==> config.mk <==
export PLATFORM = sky130hd
export DESIGN_NAME = apb_slv_mux
export DESIGN_NICKNAME = d
export VERILOG_FILES = /design/src/rtl/apb_slv_mux.sv
export SDC_FILE = /design/constraint.sdc
export NUM_CORES = 1
export LEC_CHECK = 0
export ABC_AREA = 1
export CORE_MARGIN = 2
export CORE_UTILIZATION = 29
export CTS_CLUSTER_SIZE = 24
export DETAILED_ROUTE_END_ITERATION = 8
export GPL_TIMING_DRIVEN = 0
export PLACE_DENSITY = 0.92
export SLEW_MARGIN = 25
export SYNTH_ARGS = -nofsm -noshare
export SYNTH_HDL_FRONTEND = slang
export SYNTH_SLANG_ARGS = --single-unit
==> constraint.sdc <==
create_clock -name hclk -period 3.1 [get_ports hclk]
set_clock_uncertainty 0.2 [all_clocks]
set_input_delay 0.62 -clock hclk [delete_from_list [all_inputs] [get_ports hclk]]
set_output_delay 0.62 -clock hclk [all_outputs]
set_load 0.005 [all_outputs]
==> src/rtl/apb_slv_mux.sv <==
// APB slave decode, select latch and response mux for the AHB-to-APB bridge.
// Optional ACCESS-phase watchdog is built in when APB_SLV_TIMEOUT_EN is defined.
module apb_slv_mux #(
  parameter int unsigned NUM_SLV        = 4,
  parameter int unsigned PADDR_WIDTH    = 16,
  parameter int unsigned APB_DATA_WIDTH = 32,
  parameter int unsigned IDX_LSB        = 12,
  parameter int unsigned TIMEOUT_CYC    = 255
) (
  input  logic                              hclk,
  input  logic                              hreset_n,
  input  logic                              psel_in,
  input  logic                              penable,
  input  logic [PADDR_WIDTH-1:0]            paddr,
  output logic [NUM_SLV-1:0]                psel_x,
  input  logic [NUM_SLV-1:0]                pready_x,
  input  logic [NUM_SLV-1:0]                pslverr_x,
  input  logic [NUM_SLV*APB_DATA_WIDTH-1:0] prdata_x,
  output logic                              pready,
  output logic                              pslverr,
  output logic [APB_DATA_WIDTH-1:0]         prdata,
  output logic                              busy
);
  localparam int unsigned IDX_W = 3;
  localparam int unsigned TMO_W = 10;

  typedef enum logic [1:0] {
    IDLE   = 2'd0,
    SETUP  = 2'd1,
    ACCESS = 2'd2
  } state_t;

  state_t                    state_q, state_d, phase;
  logic [IDX_W-1:0]          idx_live, sel_idx_q, idx_eff;
  logic                      dec_err_live, dec_err_q, dec_err_eff;
  logic                      rdy_sel, err_sel;
  logic [APB_DATA_WIDTH-1:0] rdata_sel;
  logic                      acc_en, tmo_hit;
  logic                      unused_paddr;

  assign idx_live     = paddr[IDX_LSB +: IDX_W];
  assign dec_err_live = 32'(idx_live) >= NUM_SLV;
  assign unused_paddr = ^paddr;

  // The bus SETUP cycle is served from IDLE by the live decode, so a transfer
  // needs only SETUP + one ACCESS cycle.
  always_comb begin
    phase = state_q;
    if (state_q == IDLE && psel_in && !penable) phase = SETUP;
  end

  assign acc_en = (state_q == ACCESS) && psel_in && penable;

  always_ff @(posedge hclk or negedge hreset_n) begin
    if (!hreset_n) begin
      state_q   <= IDLE;
      sel_idx_q <= '0;
      dec_err_q <= 1'b0;
    end else begin
      state_q <= state_d;
      if (phase == SETUP) begin
        sel_idx_q <= idx_live;
        dec_err_q <= dec_err_live;
      end
    end
  end

  // Response of the latched slave
  always_comb begin
    rdy_sel   = 1'b0;
    err_sel   = 1'b0;
    rdata_sel = '0;
    for (int unsigned i = 0; i < NUM_SLV; i++) begin
      if (sel_idx_q == IDX_W'(i)) begin
        rdy_sel   = pready_x[i];
        err_sel   = pslverr_x[i];
        rdata_sel = prdata_x[i*APB_DATA_WIDTH +: APB_DATA_WIDTH];
      end
    end
  end

`ifdef APB_SLV_TIMEOUT_EN
  logic [TMO_W-1:0] tmo_cnt_q;

  always_ff @(posedge hclk or negedge hreset_n) begin
    if (!hreset_n) begin
      tmo_cnt_q <= '0;
    end else if (state_q != ACCESS || !psel_in) begin
      tmo_cnt_q <= '0;
    end else if (acc_en && !dec_err_q && !rdy_sel) begin
      tmo_cnt_q <= tmo_cnt_q + TMO_W'(1);
    end
  end

  // A slave ready arriving in the limit cycle still wins
  assign tmo_hit = acc_en && !dec_err_q && !rdy_sel &&
                   (tmo_cnt_q == TMO_W'(TIMEOUT_CYC));
`else
  logic unused_tmo;
  assign unused_tmo = ^TMO_W'(TIMEOUT_CYC);
  assign tmo_hit    = 1'b0;
`endif

  always_comb begin
    state_d = state_q;
    case (phase)
      SETUP:   state_d = ACCESS;
      ACCESS: begin
        if (!psel_in || (penable && (dec_err_q || rdy_sel || tmo_hit))) state_d = IDLE;
      end
      default: state_d = IDLE;
    endcase
  end

  always_comb begin
    idx_eff     = (state_q == IDLE) ? idx_live : sel_idx_q;
    dec_err_eff = (state_q == IDLE) ? dec_err_live : dec_err_q;
    psel_x      = '0;
    pready      = 1'b0;
    pslverr     = 1'b0;
    prdata      = '0;
    for (int unsigned i = 0; i < NUM_SLV; i++) begin
      psel_x[i] = hreset_n && psel_in && !dec_err_eff && !tmo_hit && (idx_eff == IDX_W'(i));
    end
    if (acc_en) begin
      if (dec_err_q || tmo_hit) begin
        pready  = 1'b1;
        pslverr = 1'b1;
      end else begin
        pready  = rdy_sel;
        pslverr = err_sel & rdy_sel;
        prdata  = rdata_sel;
      end
    end
  end

  assign busy = (state_q != IDLE);

endmodule

# == Word-level counts from Yosys, hierarchy flattened ==
# Cells that the tools add are included.
# W data, S select, Z words.
# totals
out_inout_bits,39
word_cells,58
inputBits,156
regBits,6
# classes
n_eq_ne,10
n_bitwise,1
n_mux,23
order_cmp,1
reduce_logical,20
# op_table
cell,count
$mux W32,6
$mux W1,13
$eq A3 B2 Y1 const B,4
$logic_and A1 B1 Y1,11
$eq A3 B1 Y1 const B,2
$logic_not A3 Y1,2
$eq A2 B2 Y1 const B,2
$mux W2,2
$pmux W2 S2,1
$ge A3 B3 Y1 const B,1
$logic_not A1 Y1,3
$mux W3,1
$eq A2 B1 Y1 const B,1
$logic_not A2 Y1,1
$logic_or A1 B1 Y1,2
$ne A2 B2 Y1 const B,1
$reduce_bool A2 Y1,1
$and A1 B1 Y1,1

# == Longest topological paths before layout ==
# logic_depth
word_depth,10
ltp_mapped,11
depth_no_buf,10

# == Worst setup path before layout ==
# No wires, ideal clock.
# synth_path
path_kind,in2out
start,input psel_in
end,output prdata[10]
arrival_time_ps,1278
setup_slack_ps,1002
path_stages,7
n_path_buf,1
t_required_ps,2280
path_cell_list,nand2_1 inv_2 nand2_1 nor2_2 buf_2 o21ai_0 a21oi_1
# synth_via
elab_chain_len,3
# synth_lines
element,line,text
start: declaration,12,"input logic psel_in,"
$logic_and A1 B1 Y1 (2 in series),52,assign acc_en = (state_q == ACCESS) && psel_in && penable;
$mux W32,125,if (acc_en) begin
end: declaration,21,"output logic [APB_DATA_WIDTH-1:0] prdata,"
# Every way passes these cells.

# == Worst setup path in the final report ==
# layout_path
start,input psel_in
end,output prdata[12]
# Same word-level chain as after synthesis.

==> results_dict.tcl <==
set metrics [dict create \
    outcome "finished, final reports clean" \
    cts_buffers 3 \
    drv_slew 0 \
    clock_latency_ns 0.23 \
    switching_share_pct 46.2 \
    final_cell_mix "clkdlybuf4s50_1 (159), nand2_1 (53), o21ai_0 (38)" \
    max_slew_margin_pct 66.3 \
    dpl.hpwl_um 6990 \
    antenna_found_initial 0 \
    synth_area_um2 1560 \
    reg2reg_depth 7 \
    synth-compound-area-share_pct 47.3 \
    crit_path_end_kind "output port" \
    layoutNonFillerInstCount 553 \
    setup_viol 0 \
    grt_usage_pct 28.9 \
    tritoncts "yes" \
    yosys-top-cells-area "nand2_1 (13%), a31oi_1 (13%), o21ai_0 (12%)" \
    syn_nets 449 \
    worstSetupStartpointType "primary input" \
    layout_commonest_cell "clkdlybuf4s50_1" \
    timing.reg2reg.setup_slack_ns 1.59 \
    path_clk_slew_ns 0.04 \
    overflow 0 \
    clockPowerShare_pct 13.2 \
    p_per_area_nw_per_um2 272 \
    die_x_um 77.3 \
    power_frac_comb_pct 77.6 \
    clock-sinks 5 \
    finalWirelength_um 9110 \
    io_pins 195 \
    ys_types 21 \
    ys_ff_latch 5 \
    synth-simple-area-share_pct 29.8 \
    holdWs_ns 0.158 \
    detail_route.vias_per_cell 5.35 \
    finalCriticalPeriod_ns 3.00 \
    p_sw_uw 452 \
    firstDrtPassIters 5 \
    via_count 2958 \
    pwr-share-seq_pct 9.3 \
    synth_xor_area_share_pct 0 \
    yosysTopAreaCell "nand2_1" \
    synth_top_family_by_area "compound AO/OA/AOI/OAI gates" \
    dp_cells 544 \
    final_layout_size_suffix_gt1_share_pct 9.11 \
    pre_cts_ws_ns -0.395 \
    hold_viol 0 \
    synth.area.mux_share_pct 0 \
    core_area_um2 5140 \
    tightestPinTransition_ns 0.505 \
    grt_pass1_wl_um 14200 \
    io_buffers 181 \
    root_buffer "clkbuf_8" \
    p_int_uw 527 \
    setup_ws_ns 0.0984 \
    die_area_um2 5970 \
    critical_path_class "in2out" \
    syn_avg_cell_area_um2 5.31 \
    gp_congestion 0.815 \
    h-tree-depth 1 \
    crit_fanout 10 \
    grt_max_degree 11 \
    core.rowCount 26 \
    post_drt_wl_per_cell_um 16.5 \
    clockBufferDepth 2 \
    postRouteAntennaNets 0 \
    syn_inst 293 \
    p_leak_nw 1.66 \
    filler_cell_count 469 \
    synth_warnings 0 \
    finalNetCount 640 \
    r2r-start "sel_idx_q[0]$_DFFE_PN0P_" \
    yosysSeqAreaShare_pct 8.04 \
    fmax_mhz 333 \
    maxCapViolCount 0 \
    required_ns 2.28 \
    post-route-period-util_pct 96.8 \
    die_y_um 77.3 \
    grt_pass1_vias 3001 \
    reg2reg_to "state_q[1]$_DFFE_PN0P_" \
    crit_arrival_ns 2.18 \
    areaGrowthSynthToFinish_pct 131 \
    synth-adder-area-share_pct 0 \
    synth_top_area_share_pct 13.0 \
    drtIter0Drc 130 \
    rsz0062_at_grt "no" \
    start_util_pct 30.3 \
    n_antenna_cell 0 \
    hp-class "in2async" \
    drc 0 \
    ir_drop_mv 0.218 \
]
sequential cells by signal (all words and copies together) (netlist names):
register / cells
dec_err_q: 1
sel_idx_q: 3
state_q: 1
power by group through the flow:
stage / registers (mW) / clock network (mW) / logic, mW
floorplan: 0.0870 / 0 / 0.402
global placement: 0.0890 / 0 / 0.718
detailed placement: 0.0900 / 0 / 0.738
CTS: 0.0903 / 0.128 / 0.745
global route: 0.0927 / 0.135 / 0.833
finish: 0.0908 / 0.129 / 0.759
cells by family after synthesis:
group	after synthesis
AOI/OAI and AO/OA	138
and+or+nand+nor	105
buffers and inverters	45
DFF	5
per-stage QoR:
step           util [%]  cell area [um2]  total power [mW]  TNS [ns]
6_report           69.9             3590             0.979         0
4_1_cts            69.0             3550             0.963         0
5_1_grt            69.9             3590              1.06         0
3_5_place_dp       67.2             3460             0.828     -8.95
3_3_place_gp       67.2             3460             0.807     -7.02
2_1_floorplan         -             1560             0.489         0
metal layers:
layer	wire (um)	part of all wire [%]	track usage [%]	vias to the layer above
met5	0	0	0	-
met4	220	2.4	8.39	0
met3	866	9.5	6.71	23
met2	4510	50	55.0	173
met1	3510	39	31.4	1332
li1	-	-	-	1430
critical path: stages:
cell and delay (ns):
clkdlybuf4s15_1 0.21, nand2_1 0.07, inv_2 0.07, nand2_2 0.07
nor2_4 0.13, buf_4 0.13, buf_4 0.14, o21ai_0 0.09
a21oi_1 0.12, clkdlybuf4s50_1 0.53
area by class of cell:
class                      count  area, um2  area share (%)
buffer                        32        210            5.85
tap                           70       87.6            2.44
timing repair buffer         186       1860            51.9
clock buffer                   3       41.3            1.15
inverter                      13       48.8            1.36
multi-input combinational    243       1210            33.7
sequential                     5        125            3.48
clock inverter                 1       5.00           0.139
worst max path at each step:
stage | start | end | slack (ns) | depth (start not counted)
global placement | psel_in | prdata[23] | -0.29 | 9
CTS | psel_in | prdata[22] | 0.03 | 10
floorplan | psel_in | prdata[10] | 1.00 | 7
global route | psel_in | prdata[21] | 0.0004 | 10
detailed placement | psel_in | prdata[4] | -0.39 | 9
finish | psel_in | prdata[12] | 0.1 | 10
synthesized netlist by cell type:
cell,count
nand2_1,54
o21ai_0,38
nand3_1,36
a21oi_1,33
o21ai_1,33
a31oi_1,32
buf_2,17
inv_1,9
nor2_1,8
clkbuf_1,7
buf_4,5
dfrtp_1,5
inv_2,4
buf_6,3
nand4_1,2
nor2_2,2
a211oi_1,1
nand3_2,1
nor3_2,1
o211ai_1,1
or2_1,1
timing repair:
item | 4_1_cts | 5_1_grt
buffers inserted | 5 | 0
gates resized for setup | 19 | 18
pin swaps | 1 | 1
hold buffers | 0 | 0
setup endpoints to repair | 36 | 20
Note: power is estimated with default switching activity, not from simulation.
